==> config.mk <==
export PLATFORM = sky130hd
export DESIGN_NAME = dpram_arbiter_flat
export DESIGN_NICKNAME = d
export VERILOG_FILES = /design/src/rtl/dpram_arb_pkg.sv /design/src/rtl/dpram_arbiter_if.sv /design/src/rtl/dpram_arbiter_rr_arbiter.sv /design/src/rtl/dpram_arbiter.sv /design/src/flat_wrapper.sv
export SDC_FILE = /design/constraint.sdc
export NUM_CORES = 1
export LEC_CHECK = 0
export ABC_AREA = 1
export CAP_MARGIN = 25
export CORE_UTILIZATION = 33
export DETAILED_ROUTE_END_ITERATION = 7
export HOLD_SLACK_MARGIN = 0.12
export PLACE_DENSITY = 0.65
export SYNTH_ARGS = -nofsm -noshare
export SYNTH_HDL_FRONTEND = slang
export SYNTH_SLANG_ARGS = --single-unit
==> constraint.sdc <==
create_clock -name clk -period 8.57 [get_ports clk]
set_input_delay 1.714 -clock clk [delete_from_list [all_inputs] [get_ports clk]]
set_output_delay 1.714 -clock clk [all_outputs]
set_load 0.05 [all_outputs]
==> src/rtl/dpram_arb_pkg.sv <==
// Shared types and defaults for the dual-port RAM arbiter.
// Read-return tags are sized for the largest supported client count.
package dpram_arb_pkg;
  localparam int DW_DEF      = 8;
  localparam int AW_DEF      = 6;
  localparam int MAX_CLIENTS = 8;

  function automatic int cw_of(input int n);
    return (n > 1) ? $clog2(n) : 1;
  endfunction

  localparam int CW = cw_of(MAX_CLIENTS);

  typedef struct packed {
    logic          valid;
    logic [CW-1:0] id;
  } rd_tag_t;
endpackage

==> src/rtl/dpram_arbiter_if.sv <==
// Client-side request/grant/return bundle for dpram_arbiter.
// Clients hold req/wr/addr/wdata until their cl_gnt bit is seen.
import dpram_arb_pkg::*;

interface dpram_arbiter_if #(
  parameter int N  = 4,
  parameter int DW = DW_DEF,
  parameter int AW = AW_DEF
);
  logic [N-1:0]    cl_req;
  logic [N-1:0]    cl_wr;
  logic [N*AW-1:0] cl_addr;
  logic [N*DW-1:0] cl_wdata;
  logic [N-1:0]    cl_gnt;
  logic [N-1:0]    cl_rvalid;
  logic [DW-1:0]   cl_rdata;

  modport master (
    output cl_req, cl_wr, cl_addr, cl_wdata,
    input  cl_gnt, cl_rvalid, cl_rdata
  );

  modport slave (
    input  cl_req, cl_wr, cl_addr, cl_wdata,
    output cl_gnt, cl_rvalid, cl_rdata
  );
endinterface

==> src/rtl/dpram_arbiter_rr_arbiter.sv <==
// Round-robin arbiter, zero-latency combinational grant from a registered pointer.
// Pointer moves past the winner only when the caller asserts advance; otherwise it holds.
import dpram_arb_pkg::*;

module rr_arbiter #(
  parameter  int N  = 4,
  localparam int IW = cw_of(N)
) (
  input  logic          clk,
  input  logic          reset,
  input  logic [N-1:0]  req,
  input  logic          advance,
  output logic [N-1:0]  gnt,
  output logic [IW-1:0] gnt_id,
  output logic          any
);
  logic [IW-1:0] ptr;

  always_comb begin
    int idx;
    idx    = 0;
    any    = 1'b0;
    gnt_id = '0;
    for (int k = 0; k < N; k++) begin
      idx = int'(ptr) + k;
      if (idx >= N) idx = idx - N;
      if (!any && req[idx]) begin
        any    = 1'b1;
        gnt_id = IW'(idx);
      end
    end
    gnt = any ? (N'(1) << gnt_id) : '0;
  end

  always_ff @(posedge clk) begin
    if (!reset) begin
      ptr <= '0;
    end else if (advance && any) begin
      ptr <= (gnt_id == IW'(N - 1)) ? '0 : gnt_id + 1'b1;
    end
  end
endmodule

==> src/rtl/dpram_arbiter.sv <==
// Shares one dpram between clients: independent RR write/read ports, zero-latency grants.
// Reads return READ_LATENCY cycles after issue; a read colliding with a same-address write is deferred.
import dpram_arb_pkg::*;

module dpram_arbiter #(
  parameter int NUM_CLIENTS  = 4,
  parameter int DW           = DW_DEF,
  parameter int AW           = AW_DEF,
  parameter int READ_LATENCY = 1
) (
  input  logic                 clk,
  input  logic                 reset,
  dpram_arbiter_if.slave       cl_bus,
  output logic                 we,
  output logic [AW-1:0]        wr_addr,
  output logic [DW-1:0]        data_in,
  output logic                 re,
  output logic [AW-1:0]        rd_addr,
  input  logic [DW-1:0]        data_out
);
  localparam int IW = cw_of(NUM_CLIENTS);

  logic [NUM_CLIENTS-1:0] wr_cand, rd_cand, wr_gnt, rd_gnt;
  logic [IW-1:0]          wr_id, rd_id;
  logic                   wr_any, rd_any, collision, rd_issue;
  logic [AW-1:0]          wr_addr_sel, rd_addr_sel;
  rd_tag_t                rd_pipe [READ_LATENCY];
  rd_tag_t                rd_tail;

  assign wr_cand = cl_bus.cl_req & cl_bus.cl_wr;
  assign rd_cand = cl_bus.cl_req & ~cl_bus.cl_wr;

  rr_arbiter #(.N(NUM_CLIENTS)) u_wr_arb (
    .clk(clk), .reset(reset), .req(wr_cand), .advance(wr_any),
    .gnt(wr_gnt), .gnt_id(wr_id), .any(wr_any)
  );

  rr_arbiter #(.N(NUM_CLIENTS)) u_rd_arb (
    .clk(clk), .reset(reset), .req(rd_cand), .advance(rd_issue),
    .gnt(rd_gnt), .gnt_id(rd_id), .any(rd_any)
  );

  assign wr_addr_sel = cl_bus.cl_addr[wr_id*AW +: AW];
  assign rd_addr_sel = cl_bus.cl_addr[rd_id*AW +: AW];

  // Holding the read back one cycle guarantees it observes the committed write.
  assign collision = wr_any && rd_any && (wr_addr_sel == rd_addr_sel);
  assign rd_issue  = rd_any && !collision;
  assign rd_tail   = rd_pipe[READ_LATENCY-1];

  always_comb begin
    we               = 1'b0;
    wr_addr          = '0;
    data_in          = '0;
    re               = 1'b0;
    rd_addr          = '0;
    cl_bus.cl_gnt    = '0;
    cl_bus.cl_rvalid = '0;
    cl_bus.cl_rdata  = '0;
    if (reset) begin
      if (wr_any) begin
        we      = 1'b1;
        wr_addr = wr_addr_sel;
        data_in = cl_bus.cl_wdata[wr_id*DW +: DW];
        cl_bus.cl_gnt = wr_gnt;
      end
      if (rd_issue) begin
        re      = 1'b1;
        rd_addr = rd_addr_sel;
        cl_bus.cl_gnt = cl_bus.cl_gnt | rd_gnt;
      end
      if (rd_tail.valid) begin
        cl_bus.cl_rvalid = NUM_CLIENTS'(1) << rd_tail.id;
        cl_bus.cl_rdata  = data_out;
      end
    end
  end

  // Tag pipeline mirrors the RAM read latency so returns stay in issue order.
  always_ff @(posedge clk) begin
    if (!reset) begin
      for (int k = 0; k < READ_LATENCY; k++) rd_pipe[k] <= '0;
    end else begin
      rd_pipe[0].valid <= rd_issue;
      rd_pipe[0].id    <= CW'(rd_id);
      for (int k = 1; k < READ_LATENCY; k++) rd_pipe[k] <= rd_pipe[k-1];
    end
  end
endmodule
==> src/flat_wrapper.sv <==
// flat-port wrapper written by rule: the top's interface ports become plain ports
module dpram_arbiter_flat 
#(
  parameter int NUM_CLIENTS  = 4,
  parameter int DW           = DW_DEF,
  parameter int AW           = AW_DEF,
  parameter int READ_LATENCY = 1
)
  (clk, reset, we, wr_addr, data_in, re, rd_addr, data_out, cl_bus_cl_req, cl_bus_cl_wr, cl_bus_cl_addr, cl_bus_cl_wdata, cl_bus_cl_gnt, cl_bus_cl_rvalid, cl_bus_cl_rdata);
  dpram_arbiter_if #(.DW(DW), .AW(AW)) cl_bus_i ();
  input  logic clk;
  input  logic reset;
  output logic we;
  output logic [AW-1:0] wr_addr;
  output logic [DW-1:0] data_in;
  output logic re;
  output logic [AW-1:0] rd_addr;
  input  logic [DW-1:0] data_out;
  input wire logic [$bits(cl_bus_i.cl_req)-1:0] cl_bus_cl_req;
  input wire logic [$bits(cl_bus_i.cl_wr)-1:0] cl_bus_cl_wr;
  input wire logic [$bits(cl_bus_i.cl_addr)-1:0] cl_bus_cl_addr;
  input wire logic [$bits(cl_bus_i.cl_wdata)-1:0] cl_bus_cl_wdata;
  output wire logic [$bits(cl_bus_i.cl_gnt)-1:0] cl_bus_cl_gnt;
  output wire logic [$bits(cl_bus_i.cl_rvalid)-1:0] cl_bus_cl_rvalid;
  output wire logic [$bits(cl_bus_i.cl_rdata)-1:0] cl_bus_cl_rdata;
  assign cl_bus_i.cl_req = cl_bus_cl_req;
  assign cl_bus_i.cl_wr = cl_bus_cl_wr;
  assign cl_bus_i.cl_addr = cl_bus_cl_addr;
  assign cl_bus_i.cl_wdata = cl_bus_cl_wdata;
  assign cl_bus_cl_gnt = cl_bus_i.cl_gnt;
  assign cl_bus_cl_rvalid = cl_bus_i.cl_rvalid;
  assign cl_bus_cl_rdata = cl_bus_i.cl_rdata;
  dpram_arbiter #(.NUM_CLIENTS(NUM_CLIENTS), .DW(DW), .AW(AW), .READ_LATENCY(READ_LATENCY)) u_core (.clk(clk), .reset(reset), .cl_bus(cl_bus_i), .we(we), .wr_addr(wr_addr), .data_in(data_in), .re(re), .rd_addr(rd_addr), .data_out(data_out));
endmodule
# After elaboration in Yosys (flattened, before gate mapping)
# Memories as Yosys holds them, arrays and structs flattened.
# Index checks and enable logic that the tools add are counted.
[word_totals]
regBits = 4
mem_bits_rw = 3
inputBits = 74
output_inout_bits = 38
word_cells = 141
memories = 1
[mem_list]
columns = ["name", "depth", "word_bits", "rd", "rd_clocked_by_memory_dff", "write_ports", "line", "source"]
rows = [
  ["u_core.rd_pipe", 1, 3, 1, 0, 2, "dpram_arbiter.sv:27", "rd_tag_t rd_pipe [READ_LATENCY];"],
]
[op_classes]
n_addsub = 16
multipliers = 2
order_cmp = 16
n_eq_ne = 3
shifts = 6
mux = 73
bitwise_logic = 4
n_reduce_logical = 18
[ops]
columns = ["op", "n"]
rows = [
  ["$lt 32x4->1 const B", 8],
  ["$mux 32", 8],
  ["$shiftx 24x6->6", 2],
  ["$mux 8", 4],
  ["$shiftx 32x6->8", 1],
  ["$mux 1", 30],
  ["$mux 4", 7],
  ["$mux 6", 4],
  ["$sub 3x3->4 const B", 6],
  ["$mux 2", 11],
  ["$ge 3x3->1 const B", 6],
  ["$bmux 1 s2", 8],
  ["$add 2x2->3 const B", 4],
  ["$logic_and 1x1->1", 10],
  ["$and 4x4->4", 2],
  ["$mul 2x2->4 const B", 2],
  ["$shl 1x2->4 const A", 2],
  ["$sub 2x3->4 const B", 2],
  ["$logic_not 1->1", 7],
  ["$add 2x1->3 const B", 2],
  ["$eq 6x6->1", 1],
  ["$ge 2x3->1 const B", 2],
  ["$add 2x1->2 const B", 2],
  ["$eq 2x2->1 const B", 2],
  ["other kinds (5)", 5],
]

# Longest topological paths before layout
# Gate-level depths: netlist of the first run.
[logic_depth]
ltp_word = 23
mapped_depth = 25
ltp_nobuf = 23

# Modules after synthesis
# Synthesis of the first run repeated with hierarchy kept, for this count alone.
[unflattened]
cells_unflattened = 464
area_unflattened_um2 = 2267.2
[modules_own_cells]
columns = ["mod", "instances", "cells_each", "area_per_inst_um2", "seq_area_each_um2"]
rows = [
  ["dpram_arbiter", 1, 298, 1376.3, 60.1],
  ["rr_arbiter", 2, 83, 445.4, 40.0],
]

# Least setup slack after synthesis of the first run
# No wires, ideal clock.
[synth_path]
path_type = "input-to-output"
from = "in cl_bus_cl_wr[1]"
to = "out data_in[2]"
t_arrival_ns = 4.549
required_ns = 6.856
setup_slack_ns = 2.307
cell_stages = 12
path_buffers = 2
cell_sequence = "nand2_1 -> nand2_1 -> nand2_1 -> nand2_1 -> nand2_4 -> nand4_4 -> buf_2 -> inv_1 -> nor2_1 -> inv_1 -> clkbuf_1 -> a21oi_1"
[synth_between]
elab_chain_cells = 17
word_cells_on_any_way = 30
classes_between = "shift: 1; mux: 22; bitwise: 1; reduce/logical: 6"
[synth_lines]
columns = ["element", "line", "source"]
rows = [
  ["from (decl)", "flat_wrapper.sv:20", "input wire logic [$bits(cl_bus_i.cl_wr)-1:0] cl_bus_cl_wr;"],
  ["$and 4x4->4 *", "dpram_arbiter.sv:30", "assign wr_cand = cl_bus.cl_req & cl_bus.cl_wr;"],
  ["$bmux 1 s2", "dpram_arbiter_rr_arbiter.sv:27", "if (!any && req[idx]) begin"],
  ["$mux 1 (implied by the code) (2 in a row)", "dpram_arbiter_rr_arbiter.sv:27", ""],
  ["$mux 1", "dpram_arbiter_rr_arbiter.sv:27", ""],
  ["$logic_not 1->1", "dpram_arbiter_rr_arbiter.sv:27", ""],
  ["$logic_and 1x1->1", "dpram_arbiter_rr_arbiter.sv:27", ""],
  ["$mux 1", "dpram_arbiter_rr_arbiter.sv:27", ""],
  ["$logic_not 1->1", "dpram_arbiter_rr_arbiter.sv:27", ""],
  ["$logic_and 1x1->1", "dpram_arbiter_rr_arbiter.sv:27", ""],
  ["$mux 1", "dpram_arbiter_rr_arbiter.sv:27", ""],
  ["$logic_not 1->1", "dpram_arbiter_rr_arbiter.sv:27", ""],
  ["$logic_and 1x1->1", "dpram_arbiter_rr_arbiter.sv:27", ""],
  ["$mux 2", "dpram_arbiter_rr_arbiter.sv:27", ""],
  ["$shiftx 32x6->8", "dpram_arbiter.sv:64", "data_in = cl_bus.cl_wdata[wr_id*DW +: DW];"],
  ["$mux 8 *", "dpram_arbiter.sv:61", "if (wr_any) begin"],
  ["$mux 8 *", "dpram_arbiter.sv:60", "if (reset) begin"],
  ["to (decl)", "flat_wrapper.sv:15", "output logic [DW-1:0] data_in;"],
]
# Every way passes the cells marked *; elsewhere a longest branch is shown, timed or not. The select of a mux whose other input is x is not followed.

# Final worst setup path of the first run
[layout_path]
from = "in cl_bus_cl_req[2]"
to = "out rd_addr[4]"
[layout_between]
elab_chain_cells = 22
word_cells_on_any_way = 65
classes_between = "mul: 2; eq/ne: 1; shift: 2; mux: 42; bitwise: 2; reduce/logical: 16"
[layout_lines]
columns = ["element", "line", "source"]
rows = [
  ["from (decl)", "flat_wrapper.sv:19", "input wire logic [$bits(cl_bus_i.cl_req)-1:0] cl_bus_cl_req;"],
  ["$and 4x4->4 (on tied branches)", "dpram_arbiter.sv:30, dpram_arbiter.sv:31", ""],
  ["$bmux 1 s2", "dpram_arbiter_rr_arbiter.sv:27", ""],
  ["$mux 1 (implied by the code) (2 in a row)", "dpram_arbiter_rr_arbiter.sv:27", ""],
  ["$mux 1", "dpram_arbiter_rr_arbiter.sv:27", ""],
  ["$logic_not 1->1", "dpram_arbiter_rr_arbiter.sv:27", ""],
  ["$logic_and 1x1->1", "dpram_arbiter_rr_arbiter.sv:27", ""],
  ["$mux 1", "dpram_arbiter_rr_arbiter.sv:27", ""],
  ["$logic_not 1->1", "dpram_arbiter_rr_arbiter.sv:27", ""],
  ["[5 not listed]", "--", ""],
  ["$mul 2x2->4 (on tied branches)", "dpram_arbiter.sv:43, dpram_arbiter.sv:44", ""],
  ["$shiftx 24x6->6 (on tied branches)", "dpram_arbiter.sv:43, dpram_arbiter.sv:44", ""],
  ["$eq 6x6->1", "dpram_arbiter.sv:47", "assign collision = wr_any && rd_any && (wr_addr_sel == rd_addr_sel);"],
  ["$logic_and 1x1->1", "dpram_arbiter.sv:47", ""],
  ["$logic_not 1->1", "dpram_arbiter.sv:48", "assign rd_issue = rd_any && !collision;"],
  ["$logic_and 1x1->1", "dpram_arbiter.sv:48", ""],
  ["$mux 6 *", "dpram_arbiter.sv:67", "if (rd_issue) begin"],
  ["$mux 6 *", "dpram_arbiter.sv:60", ""],
  ["to (decl)", "flat_wrapper.sv:17", "output logic [AW-1:0] rd_addr;"],
]
# Marked as above.

==> results.md, run 1 <==
* Setup WS post-layout at about 1.4 ns
* Total clock buffers created by CTS at 3
* Max Cap Viol at 0
* Initial antenna violation count at 0
* Fmax at roughly 0.14 GHz
* Port Buf Inserts at 111
* Htree depth at 1
* N_diodes at 0
* Largest net degree at the start of global routing at 33
* Area of the multi-input gates at 0.00202 mm^2
* Cells on worst reg2reg path at 19
* First-pass GRT wire length at 13600 um
* Worst Path Arrival at 5.46 ns
* Area growth syn-to-layout at 44.5%
* Via density at roughly 5.0
* GR Overflow Total at 0
* Via count at 3346
* DR DRC count at 0
* Cell with the most instances after synthesis: nand2_1
* Worst-Margin Slew at 0.568 ns
* Reg2reg setup slack at 5.36 ns
* Post-Syn Area at ~0.0026 mm^2
* GP Congestion at 0.863
* Seq/Total Area, Yosys at about 5.5%
* GRT Total Usage at 19.9%
* # nets final at between 600 and 700
* Worst Path Required at 6.86 ns
* DRT Wirelength at about 8500 um
* Die X at 90.2 um
* Setup tns final at 0 ns
* FILL cells at 769
* Clk buf depth at 2
* Worst Hold End: u_core.u_rd_arb.ptr[1]
* Register area at between 100 and 150 um^2
* DP Worst Slack at between 1 and 1.5 ns
* Crit path buf inv count at 2
* Setup Viol. Count Final at 0
* CP peak stage delay at 0.82 ns
* CP Launch Type: primary input
* Post-synth cell types at 31
* Post-route cell area at between 0.003 and 0.004 mm^2
* Yosys reg bits at 7
* DPL Wire Length at 6460 um
* Share of the synthesized area in the top cell type at about a fifth
* Worst path cell trace: clkdlybuf4s50_1, nand3_1, nand3_2, nand2_2, nand2_2, nand2_2, nand2_4, nand3_2, nand2_1, nand3_1, nand2_1, nand2_1, nand2_2, nor2_1, nand2_2, nor2_4, nor2_8, nand2_8, nor2_2, clkdlybuf4s50_1
* Initial core utilization at between 30% and 40%
* # rows at 31
* Minimum clock period at a little over 7 ns
* Biggest area consumer among synthesized cells: nand2_1
* TritonCTS clock tree: yes
* Share of flip-flops with an asynchronous set or reset at 0%
* CP max-delay cell: clkdlybuf4s50_1
* Max-slew violation count at 0
* Top delay family on crit path: simple AND/OR/NAND/NOR gates
* Reg-to-Reg Start: u_core.u_rd_arb.ptr[0]
* RSZ-0062 raised after global routing: false
* Share of cells above drive strength 1 at 10.5%
* Area contributors post-synth: nand2_1 (21%), nand3_1 (11%), nand4_1 (8.8%), inv_1 (8.5%), nor2_1 (6.1%)
* I/O pins at 112
* YS warnings at 0
* Min-delay src: u_core.u_rd_arb.ptr[1]
* Endpoint type of the worst setup path: output pin
* Die ar. at about 0.0081 mm^2
* 1st-iter DRT viols at between 200 and 250
* Number of flops mapped to enable cells by yosys at 0
* Post-CTS sizing at 0
* Final Skew at 0.00416 ns
* Syn Inst Count at 470
* R2R Path End: u_core.rd_pipe[0][2]
* Die Y at roughly 90 um
* Commonest cells post-synth: nand2_1 (142), inv_1 (58), nand3_1 (58)
* Vias in the first global route at between 2000 and 3000
* Worst-Skew Late Latency at about 0.23 ns
* Root Buffer: clkbuf_8
* CP most frequent cell: nand2_2
* Post-CTS setup buffers at 0
* WL/cell at 12.8 um
* Final hold viol count at 0
* Core area at between 0.007 and 0.008 mm^2
* Sink Count at 7
* Rel. slew slack at just over 60%
* # hold bufs at CTS at 0
* Placed inst area at 0.00366 mm^2
* DRT Pass-1 Iters at 5
* Crit path max fanout at 21
* Synth Flop Type: dfxtp_1
* Worst hold path depth at 2
* Period utilisation layout at 83.7%
* Clock transition at path regs at 0.04 ns
* Status: completed
* Syn_area_per_cell at 5.46 um^2
* Crit path kind: in2out
* Syn_nets at 552
* Tightest Hold Check Type: reg2reg
* Antenna-violating nets left at 0
[cell families after synthesis]
kind of cell / synth area share [%]
buffers and inverters: 15.7
and+or+nand+nor: 66.0
adders and majority gates: 3.90
AOI/OAI and AO/OA: 8.93
DFF: 5.46
[worst min-delay path, delay by kind of cell, from the launching register on]
kind,cells,cell delay (ns)
AND/OR/NAND/NOR,2,0.19
flip-flops,1,0.40
[sequential cells by signal, summed over array words and instances, names as in the netlist]
signal               cells
u_core.rd_pipe           3
u_core.u_rd_arb.ptr      2
u_core.u_wr_arb.ptr      2
[per-stage QoR]
stage | std cells | hold slack, ns | utilization (%)
floorplan | 470 | 0.564 | -
global placement | 659 | 0.630 | 49.7
detailed placement | 659 | 0.622 | 49.7
CTS | 663 | 0.629 | 50.3
global route | 663 | 0.679 | 50.3
finish | 663 | 0.632 | 50.3
[cell usage in the layout, fill, tap and decap left out, types with 2 or more instances in the layout]
| cell | instances |
|---|---|
| a21oi_1 | 11 |
| clkbuf_8 | 3 |
| clkdlybuf4s50_1 | 111 |
| dfxtp_1 | 7 |
| ha_1 | 8 |
| inv_1 | 58 |
| inv_2 | 3 |
| inv_6 | 2 |
| nand2_1 | 142 |
| nand2_2 | 16 |
| nand2_4 | 8 |
| nand2_8 | 2 |
| nand3_1 | 58 |
| nand3_2 | 7 |
| nand3_4 | 3 |
| nand4_1 | 36 |
| nor2_1 | 42 |
| nor2_2 | 6 |
| nor2_4 | 2 |
| nor3_1 | 4 |
| o21ai_0 | 18 |
| o21bai_1 | 8 |
[layer usage]
layer	track usage (%)	vias up	wire length (um)
met5	0	-	0
met3	1.86	12	391
met2	35.8	113	4240
met4	3.36	0	78
met1	25.8	1515	3810
li1	-	1706	-
[worst max-delay path by stage]
| stage | to | slack (ns) | cells past startpoint | startpoint |
|---|---|---|---|---|
| after detailed placement | rd_addr[4] | 1.44 | 20 | cl_bus_cl_req[2] |
| after CTS | rd_addr[0] | 1.43 | 19 | cl_bus_cl_req[1] |
| after global routing | rd_addr[4] | 1.14 | 19 | cl_bus_cl_req[3] |
| after global placement | rd_addr[3] | 1.43 | 19 | cl_bus_cl_req[3] |
| after floorplan | data_in[2] | 2.31 | 12 | cl_bus_cl_wr[1] |
| final | rd_addr[4] | 1.40 | 20 | cl_bus_cl_req[2] |
[layout make-up]
type | count | share of cell area, %
multi-input combinational | 376 | 54.5
clock buffer | 4 | 1.21
tap | 99 | 3.34
sequential | 7 | 3.78
inverter | 65 | 6.95
timing repair buffer | 112 | 30.2
Power of run 1 is left out: the tool's default activity adds up to more than one toggle a clock period on the data nets, which glitch-free logic cannot reach.
==> run 2, diff against run 1 <==
- clock period: 8.57 -> 7.4 ns (I/O delays scaled with it)
==> results.md, run 2 (synthesis results as in run 1) <==
* Rel. slew slack at 61.1% (was 62.0%)
* Total clock buffers created by CTS at 3 (unchanged)
* Max reg flops at 3 (unchanged)
* DPL Wire Length at 6590 um (was 6460 um)
* Antenna-violating nets left at 0 (unchanged)
* Worst-Skew Late Latency at 0.22 ns (was 0.23 ns)
* Die Y at 90.2 um (unchanged)
* # hold bufs at CTS at 0 (unchanged)
* Setup tns final at 0 ns (unchanged)
* Endpoint type of the worst setup path: output pin (unchanged)
* CP Launch Type: primary input (unchanged)
* Largest net degree at the start of global routing at 33 (unchanged)
* Final Util at 50.3% (unchanged)
* Final Skew at 0.000410 ns (was 0.00416 ns)
* Period utilisation layout at 90.6%
* Die ar. at 0.00813 mm^2 (unchanged)
* Area growth syn-to-layout at 44.5% (unchanged)
* Biggest regs: u_core.rd_pipe: 3 flops, u_core.u_rd_arb.ptr: 2 flops, u_core.u_wr_arb.ptr: 2 flops (unchanged)
* Worst Path Arrival at 5.22 ns (was 5.46 ns)
* Cells on worst reg2reg path at 18 (was 19)
* FILL cells at 761 (was 769)
* RSZ-0062 raised after global routing: false (unchanged)
* Reg2reg setup slack at 4.22 ns (was 5.36 ns)
* Via count at 3343 (was 3346)
* Max-slew violation count at 0 (unchanged)
* CP peak stage delay at 0.82 ns (about the same)
* Clk buf depth at 2 (unchanged)
* Core area at 0.00737 mm^2 (unchanged)
* Sink Count at 7 (unchanged)
* Port Buf Inserts at 111 (unchanged)
* WL/cell at 13.1 um (was 12.8 um)
* Die X at 90.2 um (unchanged)
* # nets final at 647 (unchanged)
* Worst Path Required at 5.92 ns (was 6.86 ns)
* Initial antenna violation count at 0 (unchanged)
* N_diodes at 0 (unchanged)
* Fmax at 0.149 GHz
* CP max-delay cell: clkdlybuf4s50_1 (unchanged)
* Post-CTS setup buffers at 0 (unchanged)
* Setup Viol. Count Final at 0 (unchanged)
* CP startpoint: cl_bus_cl_req[3] (was cl_bus_cl_req[2])
* Commonest non-fill, non-tap cells in the layout: nand2_1 (142), clkdlybuf4s50_1 (111), nand3_1 (58), inv_1 (58), nor2_1 (42) (unchanged)
* DRT Wirelength at 8670 um (was 8510 um)
* GRT Total Usage at 20.9% (was 19.9%)
* Reg-to-Reg Start: u_core.u_rd_arb.ptr[0] (unchanged)
* Commonest non-fill, non-tap cell in the layout: nand2_1 (unchanged)
* R2R Path End: u_core.rd_pipe[0][2] (unchanged)
* 1st-iter DRT viols at 243 (was 232)
* DRT Pass-1 Iters at 5 (unchanged)
* Initial core utilization at 34.8% (unchanged)
* Worst-Margin Slew at 0.583 ns (was 0.568 ns)
* Root Buffer: clkbuf_8 (unchanged)
* Share of cells above drive strength 1 at 10.5% (unchanged)
* DR DRC count at 0 (unchanged)
* Minimum clock period at 6.70 ns
* Htree depth at 1 (unchanged)
* I/O pins at 112 (unchanged)
* GP Congestion at 0.867 (was 0.863)
* Crit path max fanout at 21 (unchanged)
* Most flop-heavy register: u_core.rd_pipe (unchanged)
* Max Cap Viol at 0 (unchanged)
* Vias in the first global route at 3021 (was 2862)
* Post-CTS sizing at 0 (unchanged)
* Tightest Hold Check Type: reg2reg (unchanged)
* Crit path kind: in2out (unchanged)
* TritonCTS clock tree: yes (unchanged)
* GR Overflow Total at 0 (unchanged)
* # rows at 31 (unchanged)
* Status: completed (unchanged)
* Final hold viol count at 0 (unchanged)
* First-pass GRT wire length at 14400 um (was 13600 um)
* Via density at 5.04 (was 5.05)
* CP endpoint: rd_addr[3] (was rd_addr[4])
* Worst path cell trace: clkdlybuf4s50_1, nand3_1, nand3_1, nand2_2, nand4_1, buf_4, nand3_2, nand2_1, nand3_1, nand2_1, nand2_1, nand2_2, nor2_1, nand2_2, nor2_4, nor2_8, nand2_8, nor2_1, clkdlybuf4s50_1 (was clkdlybuf4s50_1, nand3_1, nand3_2, nand2_2, nand2_2, nand2_2, nand2_4, nand3_2, nand2_1, nand3_1, nand2_1, nand2_1, nand2_2, nor2_1, nand2_2, nor2_4, nor2_8, nand2_8, nor2_2, clkdlybuf4s50_1)
* Clock transition at path regs at 0.04 ns (about the same)
-- run 2: worst max-delay path, delay by kind of cell --
kind	cells	cell delay, ns
simple gates	16	2.11
buf+inv	3	1.62
-- run 2: worst min path at each step --
stage | end | from | slack (ns) | depth (start not counted)
floorplan | u_core.u_wr_arb.ptr[1] | u_core.u_wr_arb.ptr[1] | 0.56 | 2
global placement | u_core.u_rd_arb.ptr[1] | u_core.u_rd_arb.ptr[1] | 0.63 | 2
detailed placement | u_core.u_rd_arb.ptr[1] | u_core.u_rd_arb.ptr[1] | 0.63 | 2
CTS | u_core.u_rd_arb.ptr[1] | u_core.u_rd_arb.ptr[1] | 0.64 | 2
global route | u_core.u_rd_arb.ptr[1] | u_core.u_rd_arb.ptr[1] | 0.70 | 2
finish | u_core.u_rd_arb.ptr[1] | u_core.u_rd_arb.ptr[1] | 0.64 | 2
-- run 2: per-stage QoR --
stage	instance area [um^2]	std cells	worst slack (ns)	hold slack, ns
floorplan	2560	470	1.61	0.564
global placement	3660	659	0.740	0.630
detailed placement	3660	659	0.753	0.634
CTS	3710	663	0.735	0.638
global route	3710	663	0.452	0.702
finish	3710	663	0.697	0.636
-- run 2: area by class of cell --
class | count | area [um^2] | share of cell area, %
inverters | 65 | 258 | 6.95
clock buffers | 4 | 45.0 | 1.21
multi-input cells | 376 | 2020 | 54.5
flip-flops and latches | 7 | 140 | 3.78
well taps | 99 | 124 | 3.34
repair buffers | 112 | 1120 | 30.2
-- run 2: layer usage --
| layer | track usage (%) | vias to the layer above | part of all wire, % |
|---|---|---|---|
| met5 | 0 | - | 0 |
| li1 | - | 1709 | - |
| met1 | 26.7 | 1512 | 45 |
| met4 | 4.30 | 0 | 0.95 |
| met3 | 1.95 | 10 | 5.1 |
| met2 | 37.9 | 112 | 49 |
Power of run 2 is left out for the same reason.
==> run 3, diff against run 2 <==
- GPL_ROUTABILITY_DRIVEN: default -> 0
==> results.md, run 3 (synthesis results as in run 1) <==
* Initial antenna violation count at 0 (unchanged)
* I/O pins at 112 (unchanged)
* Via count at 3368 (was 3343)
* RSZ-0062 raised after global routing: false (unchanged)
* Die X at 90.2 um (unchanged)
* Total clock buffers created by CTS at 3 (unchanged)
* GRT Total Usage at 20.9% (about the same)
* Post-CTS sizing at 0 (unchanged)
* CP Launch Type: primary input (unchanged)
* Final hold viol count at 0 (unchanged)
* Worst Path Required at 5.92 ns (about the same)
* Setup tns final at 0 ns (unchanged)
* Max reg flops at 3 (unchanged)
* DRT Pass-1 Iters at 7 (was 5)
* N_diodes at 0 (unchanged)
* Sink Count at 7 (unchanged)
* Worst-Margin Slew at 0.599 ns (was 0.583 ns)
* Core area at 0.00737 mm^2 (unchanged)
* Max-slew violation count at 0 (unchanged)
* Die Y at 90.2 um (unchanged)
* Largest net degree at the start of global routing at 33 (unchanged)
* Vias in the first global route at 2984 (was 3021)
* Biggest regs: u_core.rd_pipe: 3 flops, u_core.u_rd_arb.ptr: 2 flops, u_core.u_wr_arb.ptr: 2 flops (unchanged)
* Commonest non-fill, non-tap cells in the layout: nand2_1 (142), clkdlybuf4s50_1 (111), nand3_1 (58), inv_1 (58), nor2_1 (42) (unchanged)
* TritonCTS clock tree: yes (unchanged)
* # nets final at 647 (unchanged)
* Root Buffer: clkbuf_8 (unchanged)
* # rows at 31 (unchanged)
* Die ar. at 0.00813 mm^2 (unchanged)
* Initial core utilization at 34.8% (unchanged)
* WL/cell at 13.2 um (was 13.1 um)
* Clk buf depth at 2 (unchanged)
* Share of cells above drive strength 1 at 10.5% (unchanged)
* Area growth syn-to-layout at 44.5% (unchanged)
* Crit path buf inv count at 3 (unchanged)
* CP peak stage delay at 0.82 ns (about the same)
* First-pass GRT wire length at 14200 um (was 14400 um)
* Final Skew at 0.00230 ns (was 0.000410 ns)
* Minimum clock period at 6.74 ns (was 6.70 ns)
* Crit path kind: in2out (unchanged)
* DR DRC count at 0 (unchanged)
* Htree depth at 1 (unchanged)
* Post-CTS setup buffers at 0 (unchanged)
* DPL Wire Length at 6550 um (was 6590 um)
* CP max-delay cell: clkdlybuf4s50_1 (unchanged)
* Port Buf Inserts at 111 (unchanged)
* Setup WS post-layout at 0.661 ns (was 0.697 ns)
* Setup Viol. Count Final at 0 (unchanged)
* # hold bufs at CTS at 0 (unchanged)
* Rel. slew slack at 60.0% (was 61.1%)
* Hold slack final at 0.648 ns (was 0.636 ns)
* GR Overflow Total at 0 (unchanged)
* Antenna-violating nets left at 0 (unchanged)
* Via density at 5.08 (was 5.04)
* Worst-Skew Late Latency at 0.23 ns (was 0.22 ns)
* Period utilisation layout at 91.1% (was 90.6%)
* Worst path cell trace: clkdlybuf4s50_1, nand3_1, nand3_1, nand2_2, nand4_1, buf_4, nand3_2, nand2_1, nand3_1, nand2_1, nand2_1, nand2_2, nor2_1, nand2_2, nor2_4, nor2_8, nand2_8, nor2_1, clkdlybuf4s50_1 (unchanged)
* DRT Wirelength at 8720 um (was 8670 um)
* Clock transition at path regs at 0.04 ns (about the same)
* Tightest Hold Check Type: reg2reg (unchanged)
* Commonest non-fill, non-tap cell in the layout: nand2_1 (unchanged)
* Status: completed (unchanged)
* 1st-iter DRT viols at 244 (was 243)
* Max Cap Viol at 0 (unchanged)
* Top delay family on crit path: simple AND/OR/NAND/NOR gates (unchanged)
* Crit path max fanout at 21 (unchanged)
* Worst Path Arrival at 5.26 ns (was 5.22 ns)
* Fmax at 0.148 GHz (was 0.149 GHz)
* DP Worst Slack at 0.702 ns (was 0.753 ns)
* Most flop-heavy register: u_core.rd_pipe (unchanged)
* Endpoint type of the worst setup path: output pin (unchanged)
[run 3: cell counts in the layout (fill, tap and decap cells not counted)]
Identical to the previous run, type by type.
[run 3: layer usage]
| metal | up-vias | GRT usage [%] | wire length (um) |
|---|---|---|---|
| met3 | 16 | 2.62 | 515 |
| met1 | 1514 | 26.5 | 3780 |
| met5 | - | 0 | 0 |
| met2 | 119 | 37.1 | 4300 |
| li1 | 1719 | - | - |
| met4 | 0 | 5.24 | 131 |
[run 3: worst paths after layout]
path / startpoint / endpoint / slack (ns) / cells after the start
max: cl_bus_cl_req[1] / rd_addr[3] / 0.66 / 19
min reg2reg: u_core.u_rd_arb.ptr[1] / u_core.u_rd_arb.ptr[1] / 0.65 / 2
min: u_core.u_rd_arb.ptr[1] / u_core.u_rd_arb.ptr[1] / 0.65 / 2
max reg2reg: u_core.u_rd_arb.ptr[0] / u_core.rd_pipe[0][2] / 4.16 / 18
[run 3: metrics by stage]
step,cells,util [%],area (um^2)
2_1_floorplan,470,-,2560
3_3_place_gp,659,49.7,3660
3_5_place_dp,659,49.7,3660
4_1_cts,663,50.3,3710
5_1_grt,663,50.3,3710
6_report,663,50.3,3710
[run 3: layout make-up]
class                      count  area (um^2)
clock buffer                   4         45.0
fill                         761         3660
tap                           99          124
timing repair buffer         112         1120
multi-input combinational    376         2020
sequential                     7          140
inverter                      65          258
[run 3: worst min-delay path, stage by stage (launching register included)]
cell and delay (ns):
dfxtp_1 0.40, nor2_1 0.15, nor2_1 0.05
Power of run 3 is left out for the same reason.
==> RTL change: new RTL, config.mk and constraints of run 2 <==
`READ_LATENCY` is set to 1 in 2 places; all go to 2.
--- a/src/rtl/dpram_arbiter.sv
+++ b/src/rtl/dpram_arbiter.sv
@@ -7,5 +7,5 @@
   parameter int DW           = DW_DEF,
   parameter int AW           = AW_DEF,
-  parameter int READ_LATENCY = 1
+  parameter int READ_LATENCY = 2
 ) (
   input  logic                 clk,
--- a/src/flat_wrapper.sv
+++ b/src/flat_wrapper.sv
@@ -5,5 +5,5 @@
   parameter int DW           = DW_DEF,
   parameter int AW           = AW_DEF,
-  parameter int READ_LATENCY = 1
+  parameter int READ_LATENCY = 2
 )
   (clk, reset, we, wr_addr, data_in, re, rd_addr, data_out, cl_bus_cl_req, cl_bus_cl_wr, cl_bus_cl_addr, cl_bus_cl_wdata, cl_bus_cl_gnt, cl_bus_cl_rvalid, cl_bus_cl_rdata);
Function: changed (Yosys sat finds a counterexample within 4 cycles, from zero or initial values and one cycle with reset low).
==> RTL change against run 2 <==
Sequential cell count grew 3. Synthesized area fell by 5.2%. Global-route usage shrank 0.40 points. Design area decreased by 3.1%. Routed wire length shrank 6.1%. Critical path depth rose by 2. Setup slack got worse by 15 ps. Highest routed layer unchanged. Die area shrank 5.1%.
Power is not shown: default switching activity piles up to over one toggle a cycle in this logic, so the estimate is an artifact.
==> RTL change: results (changes against run 2) <==
- The run finished with clean final reports.
- CTS placed an instance of sky130_fd_sc_hd__clkbuf_8 at the clock tree root.
- Pin slew with the least headroom to its limit: 598 ps (+15.5 ps)
- HPWL after detailed placement: 6310 um (-4.3%)
* Sequential element share of the synthesized area: 0.0823 (+0.0277)
- The number of nets in the final layout came to 658 (+1.7%).
* Crit-path max FO: 31 (+48%)
- By instance count, the leading cell after synthesis is sky130_fd_sc_hd__nand2_1.
- Antenna Cells: 0 (unchanged)
* Max Used Layer: met4
* Average detailed-routed wire length per instance: 12.1 um (-7.2%)
- The min-delay analysis places its worst path in the category flop to flop.
- The via count of the first global-routing pass was 2,823 (-6.6%).
- Post CTS Setup Buffer Count: 0 (unchanged)
- The maximum clock path buffer count came to 2 (unchanged).
- Top cell family by delay on the critical path: simple AND/OR/NAND/NOR gates
* Vias per inst: 4.79 (-5.1%)
- The routed length on met3 came to 584 um (+32%).
- Clock-pin slew was measured on the worst setup and hold paths at 50 ps.
* Post-detailed-placement cell area: 3540 um2 (-3.4%)
- Count of instances resized after the clock tree is built: 0 (unchanged)
- The fraction of met3 tracks used by global routing is 0.0226 (+0.00316).
- Count of input and output buffers: 111 (unchanged)
- The post-synthesis cell type count came to 32 (+3.2%).
- 1st-iter DRT viols: 177 (-27%)
- The all-layer global routing usage was 0.205 (-0.00398).
- The fraction of final layout cells sized beyond drive strength 1 came to 0.0835 (-0.0211).
- The worst setup slack before clock tree synthesis was 726 ps (-26.5 ps).
- Antenna violations before repair: 0 (unchanged)
- Detail Route met2 WL: 3940 um (-6.9%)
- Pin count of the biggest net entering global routing: 32 (-3.0%)
- The global-route wire length before repair is 12,800 um (-11%).
- Data arrival, critical path: 5240 ps (+20 ps)
- Met2 GRT Util: 0.368 (-0.0113)
* First-pass detailed-route iteration total: 5 (unchanged)
- The average cell area after synthesis is 5.10 um2 (-6.6%).
* Syn_nets: 559 (+1.3%)
- Cell with the largest stage delay on the worst path: sky130_fd_sc_hd__clkdlybuf4s50_1
- The later-pin clock latency in the skew report is 240 ps (+20 ps).
- In the post-synthesis netlist, the biggest area contributors are sky130_fd_sc_hd__nand2_1 24%, sky130_fd_sc_hd__nand3_1 17%, sky130_fd_sc_hd__nor2_1 9.9%.
- The number of vias after detailed routing came to 3,211 (-3.9%).
* Count of warnings emitted by yosys: 0 (unchanged)
* Most frequently used flop master after synthesis: sky130_fd_sc_hd__dfxtp_1
- Final clock skew: 4.69 ps (+4.28 ps)
- Counting instances in the post-synthesis netlist gives the leading cell types as 158 x sky130_fd_sc_hd__nand2_1, 81 x sky130_fd_sc_hd__nand3_1, 64 x sky130_fd_sc_hd__nor2_1.
- Number of H-tree levels: 1 (unchanged)
* Met1 track utilization from global routing: 0.269 (+0.00263)
- Longest individual stage delay on the worst path: 820 ps (about the same)
- Placer Congestion: 0.836 (-3.6%)
* M1 WL: 3560 um (-9.1%)
* Clock buffer count from CTS: 3 (unchanged)
- The largest registers in the layout are u_core.rd_pipe: 6 flops, u_core.u_rd_arb.ptr: 2 flops, u_core.u_wr_arb.ptr: 2 flops.
- Share of flip-flops with an asynchronous set or reset: 0 (unchanged)
## RTL change: cells by family after synthesis
group	after synthesis	share of synthesized area
AND/OR/NAND/NOR	344	0.647
flip-flops	10	0.0823
buffers and inverters	85	0.162
AO/OA/AOI/OAI	30	0.0674
adder cells (fa/ha/maj)	8	0.0412
## RTL change: path summary, 6_finish.rpt
path / start / to / slack [ps] / cells after the start
worst min-delay path: u_core.rd_pipe[0][0] / u_core.rd_pipe[0][4] / 410 / 2
worst max register to register: u_core.u_wr_arb.ptr[0] / u_core.u_wr_arb.ptr[1] / 4170 / 14
worst max-delay path: cl_bus_cl_req[3] / rd_addr[0] / 680 / 21
worst min register to register: u_core.rd_pipe[0][0] / u_core.rd_pipe[0][4] / 410 / 2
## RTL change: area by class of cell
cell class              count  area, um2
clock buffers               4       55.1
fillers                   712       3350
inverters                  66        254
multi-input cells         382       1840
flip-flops and latches     10        200
well taps                  96        120
repair buffers            113       1130
